`src/rtl/branch_resolve_predict.sv`:
```
// Execute-stage branch resolution for MIPS150 with a 2-bit saturating-counter
// predictor (direct-mapped) and saturating branch/mispredict statistics.
module branch_resolve_predict #(
  parameter int unsigned WIDTH       = 32,
  parameter int unsigned BHT_ENTRIES = 64,
  parameter int unsigned CNT_WIDTH   = 32,
  parameter bit          BYPASS      = 1'b1
) (
  input  logic                 clk,
  input  logic                 rst,
  input  logic [WIDTH-1:0]     fetch_pc,
  output logic                 predict_taken,
  input  logic                 ex_valid,
  input  logic [WIDTH-1:0]     ex_pc,
  input  logic [5:0]           ex_opcode,
  input  logic [5:0]           ex_funct,
  input  logic [4:0]           ex_rt,
  input  logic [WIDTH-1:0]     ex_srca,
  input  logic [WIDTH-1:0]     ex_srcb,
  input  logic                 ex_predicted,
  output logic                 is_branch,
  output logic                 take_branch,
  output logic                 mispredict,
  input  logic                 stats_clr,
  output logic [CNT_WIDTH-1:0] br_count,
  output logic [CNT_WIDTH-1:0] mispred_count
);

  localparam int unsigned IDX = $clog2(BHT_ENTRIES);

  logic           is_cond, is_jump, cond_taken;
  logic           srca_neg, srca_zero, srcs_eq;
  logic [IDX-1:0] ex_idx, fetch_idx;
  logic [1:0]     ex_cnt, ex_cnt_upd, fetch_cnt;
  logic           bht_we;
  logic [1:0]     bht_q [BHT_ENTRIES];

  logic [CNT_WIDTH-1:0] br_q, mp_q;

  assign srca_neg  = ex_srca[WIDTH-1];
  assign srca_zero = (ex_srca == '0);
  assign srcs_eq   = (ex_srca == ex_srcb);

  always_comb begin
    is_cond    = 1'b0;
    is_jump    = 1'b0;
    cond_taken = 1'b0;
    if (ex_valid) begin
      case (ex_opcode)
        6'b000100: begin is_cond = 1'b1; cond_taken = srcs_eq;                end
        6'b000101: begin is_cond = 1'b1; cond_taken = !srcs_eq;               end
        6'b000110: begin is_cond = 1'b1; cond_taken = srca_neg | srca_zero;   end
        6'b000111: begin is_cond = 1'b1; cond_taken = !srca_neg & !srca_zero; end
        6'b000001: begin
          // rt[4] selects the linking variant and does not affect the condition
          if (ex_rt[3:1] == 3'b000) begin
            is_cond    = 1'b1;
            cond_taken = ex_rt[0] ? !srca_neg : srca_neg;
          end
        end
        6'b000010, 6'b000011: is_jump = 1'b1;
        6'b000000: begin
          if (ex_funct == 6'b001000 || ex_funct == 6'b001001) is_jump = 1'b1;
        end
        default: ;
      endcase
    end
  end

  assign is_branch   = is_cond | is_jump;
  assign take_branch = is_jump | (is_cond & cond_taken);
  assign mispredict  = is_branch & (take_branch != ex_predicted);

  assign ex_idx    = ex_pc[IDX+1:2];
  assign fetch_idx = fetch_pc[IDX+1:2];
  assign ex_cnt    = bht_q[ex_idx];
  assign bht_we    = is_cond & !rst;

  always_comb begin
    ex_cnt_upd = ex_cnt;
    if (cond_taken) begin
      if (ex_cnt != 2'd3) ex_cnt_upd = ex_cnt + 2'd1;
    end else begin
      if (ex_cnt != 2'd0) ex_cnt_upd = ex_cnt - 2'd1;
    end
  end

  always_comb begin
    fetch_cnt = bht_q[fetch_idx];
    if (BYPASS && bht_we && (ex_idx == fetch_idx)) fetch_cnt = ex_cnt_upd;
  end

  assign predict_taken = fetch_cnt[1];

  always_ff @(posedge clk) begin
    if (rst) begin
      for (int i = 0; i < BHT_ENTRIES; i++) bht_q[i] <= 2'b01;
    end else if (bht_we) begin
      bht_q[ex_idx] <= ex_cnt_upd;
    end
  end

  // Clear wins over a same-cycle increment; both counters stick at all-ones
  always_ff @(posedge clk) begin
    if (rst || stats_clr) begin
      br_q <= '0;
      mp_q <= '0;
    end else begin
      if (is_branch && br_q != '1)  br_q <= br_q + CNT_WIDTH'(1);
      if (mispredict && mp_q != '1) mp_q <= mp_q + CNT_WIDTH'(1);
    end
  end

  assign br_count      = br_q;
  assign mispred_count = mp_q;

  logic unused_bits;
  assign unused_bits = ^{fetch_pc[1:0], fetch_pc[WIDTH-1:IDX+2], ex_pc[1:0],
                         ex_pc[WIDTH-1:IDX+2], ex_rt[4]};

endmodule

```
`config.mk`:
```
export PLATFORM = sky130hd
export DESIGN_NAME = branch_resolve_predict
export DESIGN_NICKNAME = d
export VERILOG_FILES = /design/src/rtl/branch_resolve_predict.sv
export SDC_FILE = /design/constraint.sdc
export NUM_CORES = 1
export LEC_CHECK = 0
export ABC_AREA = 1
export CAP_MARGIN = 20
export CORE_ASPECT_RATIO = 1.1
export CORE_MARGIN = 5
export CORE_UTILIZATION = 48
export CTS_CLUSTER_SIZE = 24
export DETAILED_ROUTE_END_ITERATION = 8
export MAX_ROUTING_LAYER = met4
export PLACE_DENSITY = 0.77
export RECOVER_POWER = 100
export SKIP_LAST_GASP = 1
export SLEW_MARGIN = 20
export SYNTH_ARGS = -nofsm -noshare
export SYNTH_HDL_FRONTEND = slang
export SYNTH_SLANG_ARGS = --single-unit
```
`constraint.sdc`:
```
create_clock -name clk -period 1.99 [get_ports clk]
set_input_delay 0.199 -clock clk [delete_from_list [all_inputs] [get_ports clk]]
set_output_delay 0.199 -clock clk [all_outputs]
set_load 0.05 [all_outputs]
```
Word-level counts from Yosys, hierarchy flattened
Memories as Yosys holds them, arrays and structs flattened.
Cells that the tools add are included.
{"block": "classes", "addsub": 4, "n_bitwise": 7, "reduce_logical": 16, "n_mux": 22, "eq_ne": 15}
{"op": "adder 32 x 1 -> 32 bit (second input constant)", "n": 2}
{"op": "!= test 32 bit (second input constant)", "n": 2}
{"op": "equality test 32 bit", "n": 1}
{"op": "zero test 32 bit", "n": 1}
{"op": "equality test 6 x 3 -> 1 bit (second input constant)", "n": 4}
{"op": "2-to-1 mux 1 bit", "n": 13}
{"op": "equality test 6 x 2 -> 1 bit (second input constant)", "n": 2}
{"op": "equality test 6 x 4 -> 1 bit (second input constant)", "n": 2}
{"op": "2-to-1 mux 2 bit", "n": 5}
{"op": "equality test 6 x 1 -> 1 bit (second input constant)", "n": 1}
{"op": "equality test 6 bit", "n": 1}
{"op": "zero test 6 bit", "n": 1}
{"op": "2-to-1 mux 6 bit", "n": 1}
{"op": "one-hot mux 1 bit (5 select lines)", "n": 1}
{"op": "bitwise AND 1 bit", "n": 4}
{"op": "zero test 1 bit", "n": 4}
{"op": "one-hot mux 1 bit (2 select lines)", "n": 2}
{"op": "OR reduction 2 bit", "n": 2}
{"op": "OR reduction 4 bit", "n": 1}
{"op": "logical AND 1 bit", "n": 3}
{"op": "zero test 3 bit", "n": 1}
{"op": "OR 1 bit", "n": 3}
{"op": "adder 2 x 1 -> 2 bit (second input constant)", "n": 1}
{"op": "logical OR 1 bit", "n": 2}
{"op": "4 further kinds", "n": 4}
{"block": "totals", "mem_count": 1, "regBits": 64, "ram_bits": 128, "output_inout_bits": 68, "inputBits": 150}
{"memory": "bht_q", "words": 64, "word_bits": 2, "rd": 2, "rd_clocked_by_memory_dff": 0, "write_ports": 64, "line": "36", "text": "logic [1:0] bht_q [BHT_ENTRIES];"}

Depth between registers and ports, before layout
{"block": "logic_depth", "word_depth": 10, "ltp_mapped": 20}

Worst setup path after synthesis
Ideal clock, no wire load.
{"block": "synth_timing", "path_kind": "input to output", "from": "in ex_opcode[5]", "to": "out mispredict", "path_slack_ns": -0.957, "required_time_ns": 1.791, "arrival_ns": 2.748, "cell_stages": 7, "cell_sequence": "nor2_1 nand4_1 nand2_1 nand2_1 nand2_1 clkbuf_1 a21boi_0"}
{"element": "from (decl)", "line": "15", "text": "input logic [5:0] ex_opcode,"}
{"element": "equality test 6 x 3 -> 1 bit or equality test 6 x 2 -> 1 bit (tied branches)", "line": "49", "text": "case (ex_opcode)"}
{"element": "OR reduction 4 bit (no source line) or OR reduction 2 bit (tied branches)"}
{"element": "one-hot mux 1 bit (2 select lines)", "line": "49"}
{"element": "2-to-1 mux 1 bit", "line": "48", "text": "if (ex_valid) begin"}
{"element": "OR 1 bit (*)", "line": "70", "text": "assign is_branch = is_cond | is_jump;"}
{"element": "named net is_branch", "line": "21", "text": "output logic is_branch,"}
{"element": "bitwise AND 1 bit (*)", "line": "72", "text": "assign mispredict = is_branch & (take_branch != ex_predicted);"}
{"element": "to (decl)", "line": "23", "text": "output logic mispredict,"}
The timed path passes the listed nets; every way through them passes the cells marked *.

Worst setup path in the final report
{"block": "layout_timing", "from": "in ex_pc[7]", "to": "out predict_taken"}
{"block": "layout_via", "elab_chain_cells": 5}
{"element": "from (decl)", "line": "14", "text": "input logic [WIDTH-1:0] ex_pc,"}
{"element": "memory (64 x 2 bit)"}
{"element": "subtractor 2 x 1 -> 2 bit, or another cell as far along", "line": "84", "text": "if (ex_cnt != 2'd0) ex_cnt_upd = ex_cnt - 2'd1;"}
{"element": "2-to-1 mux 2 bit (on tied branches)", "line": "84, 82"}
{"element": "2-to-1 mux 2 bit", "line": "81", "text": "if (cond_taken) begin"}
{"element": "2-to-1 mux 2 bit (*)", "line": "90", "text": "if (BYPASS && bht_we && (ex_idx == fetch_idx)) fetch_cnt = ex_cnt_upd;"}
{"element": "to (decl)", "line": "12", "text": "output logic predict_taken,"}
Mark *: on every way between the ends. The rest lies on a longest branch, timed or not.

==> impl_metrics.env <==
export IMPL_h_tree_depth=4
export IMPL_yosysWarnings=0
export IMPL_skew_ns=0.0156
export IMPL_syn_to_final_growth_pct=43.5
export IMPL_layout_common_cells="nand2_1, nor2_1, inv_1"
export IMPL_violations="negative setup slack"
export IMPL_report_final_slew_viol_count=0
export IMPL_first_iter_violations=1239
export IMPL_clockBufferDepth=2
export IMPL_setup_tns_ns=-55.98
export IMPL_power_density_mw_per_mm2=560
export IMPL_worstPathRequired_ns=1.79
export IMPL_fin_cells=2360
export IMPL_startpoint_type="input port"
export IMPL_dp_cells=2285
export IMPL_synthFlopType="edfxtp_1"
export IMPL_slew_headroom=0.611
export IMPL_overflow=0
export IMPL_setup_viol=233
export IMPL_io_pins=218
export IMPL_cp_max_fo=6
export IMPL_finalWorstSetupSlack_ns=-0.508
export IMPL_p_switching_uw=2610
export IMPL_r2r_slack_ns=-0.46
export IMPL_end_kind="primary output"
export IMPL_dieArea_mm2=0.0275
export IMPL_cts_tree="built"
export IMPL_drt_wl_total_um=40300
export IMPL_postSynth_asyncResetShare=0
export IMPL_path_clk_slew_ns=0.08
export IMPL_grt_max_degree=61
export IMPL_route_detailed_drc=0
export IMPL_gp_congestion=1.01
export IMPL_combPwrFrac=0.175
export IMPL_p_clk_frac=0.363
export IMPL_vias=12800
export IMPL_p_leak_uw=0.00682
export IMPL_worstMarginPinSlew_ns=0.581
export IMPL_antenna_found_initial=1
export IMPL_cts_sinks=192
export IMPL_layout_commonest_cell="nand2_1"
export IMPL_fin_crit_sh=1.26
export IMPL_fin_util=0.702
export IMPL_finalHoldViolations=0
export IMPL_cts_inserted_buffers=17
export IMPL_routedWlPerCell_um=17.1
export IMPL_worstHoldPathType="flip-flop to flip-flop"
export IMPL_ys_ff_latch=192
export IMPL_intPower_uw=6750
export IMPL_syn_area_mm2=0.0116
export IMPL_cts_root_buf="clkbuf_16"
export IMPL_rsz0062_at_grt="yes"
export IMPL_syn_area_per_cell_um2=6.99
export IMPL_grt_pass1_wl_um=62300
export IMPL_start_util=0.489
export IMPL_synth_edf_count=128
export IMPL_core_area_mm2=0.0238
export IMPL_drv_cap=0
export IMPL_power_uw=9360
export IMPL_ys_types=43
export IMPL_clock_latency_ns=0.44
export IMPL_grt_pass1_vias=12600
export IMPL_seqPwrFrac=0.462
export IMPL_pre_cts_ws_ns=-0.883
export IMPL_nNetsFinal=2193
export IMPL_viasPerCell=5.42
export IMPL_synth_nets=1816
export IMPL_drive_gt1_frac=0.253
export IMPL_first_pass_iters=6
export IMPL_yosysSeqAreaShare=0.441
export IMPL_status="finished with violations"
export IMPL_die_x_um=158
export IMPL_worst_setup_path_type="input port to primary output"
export IMPL_peakVddDrop_uv=637
export IMPL_io_buffers=163
export IMPL_synth_cells=1664
export IMPL_ant_nets=0
export IMPL_switching_share=0.279
export IMPL_crit_arrival_ns=2.30
export IMPL_die_h_um=173
export IMPL_min_period_ns=2.50
export IMPL_num_rows=59
export IMPL_clock_fmax_mhz=400
export IMPL_grt_usage=0.290
export IMPL_hpwl_um=27900
## cells by family after synthesis
group	after synthesis	share of synthesized area
buffers and inverters	340	0.118
AOI/OAI and AO/OA	161	0.0808
adders and majority gates	2	0.00215
xor gates and xnor gates	29	0.0218
and+or+nand+nor	940	0.336
DFF	192	0.441
## stage by stage
step	hold WS (ns)	area [um^2]
2_1_floorplan	0.444	11800
3_3_place_gp	0.443	15200
3_5_place_dp	0.451	15200
4_1_cts	0.462	16200
5_1_grt	0.484	16700
6_report	0.458	16700
## sequential cells by signal (all words and copies together) (netlist names)
name and count:
mispred_count 32, bht_q 128, br_count 32
## final timing paths
check,from,to,depth (start not counted)
setup reg to reg,bht_q[10][1],bht_q[47][1],16
hold / removal,br_count[8],br_count[8],1
hold reg to reg,br_count[8],br_count[8],1
setup / recovery,ex_pc[7],predict_taken,13
## what timing repair did
action / CTS / global route
hold buffers: 0 / 0
gates cloned: 6 / 5
pin swaps: 108 / 40
buffers inserted: 10 / 23
resized for setup: 369 / 97
endpoints found under the setup margin: 311 / 321
## routing by layer
layer  part of all wire  wire length (um)  GRT usage  vias to the layer above
met4              0.047              1880      0.116                        0
li1                   -                 -          -                     6091
met3              0.090              3610     0.0492                      165
met1               0.38             15100      0.356                     5851
met5                  0                 0          -                        -
met2               0.49             19600      0.475                      692
## synth_stat cells, types with 2 or more instances
cell type / count / area (um^2)
o221ai_1: 8 / 70.1
a21oi_1: 38 / 190
o2111ai_1: 2 / 17.5
nor2_1: 300 / 1130
o22ai_1: 15 / 93.8
dfxtp_1: 64 / 1280
inv_1: 271 / 1020
edfxtp_1: 128 / 3840
buf_6: 7 / 78.8
a221oi_1: 2 / 17.5
nor4_1: 5 / 31.3
clkinv_1: 5 / 18.8
o21ai_1: 4 / 20.0
xor2_1: 4 / 35.0
a31oi_1: 3 / 18.8
o21ai_0: 65 / 325
nand3b_1: 2 / 15.0
nor3_1: 42 / 210
a22oi_1: 17 / 128
nor3b_1: 5 / 37.5
ha_1: 2 / 25.0
inv_2: 8 / 30.0
and3_1: 2 / 12.5
nand4_1: 64 / 400
and2_1: 2 / 12.5
nand3_2: 3 / 30.0
nand3_1: 67 / 335
buf_4: 9 / 67.6
xnor2_1: 25 / 219
clkbuf_1: 28 / 105
nand2_1: 445 / 1670
buf_2: 11 / 55.1
## critical path, cell delays in order
cell,delay [ns]
clkdlybuf4s50_1,0.64
inv_1,0.16
nor3_1,0.31
buf_4,0.19
nand2_1,0.06
nand2_1,0.07
nor2_1,0.07
nand2_2,0.13
nand3_2,0.11
nand2_4,0.10
nand2_4,0.06
o21ai_4,0.06
buf_12,0.15
## power groups by stage
stage          Sequential (uW)  Clock (uW)  Combinational, uW
2_1_floorplan             4390           0                653
3_3_place_gp              4400           0               1240
3_5_place_dp              4400           0               1260
4_1_cts                   4310        3400               1450
5_1_grt                   4320        3570               1730
6_report                  4320        3400               1640
## layout make-up
class,count,area [um^2]
clock buffer,18,429
clock inverter,14,140
tap,305,382
multi-input combinational,1132,5660
fill,1836,7070
antenna,1,2.50
sequential,192,5170
inverter,284,1110
timing repair buffer,414,3810
Note: power is estimated with default switching activity, not from simulation.
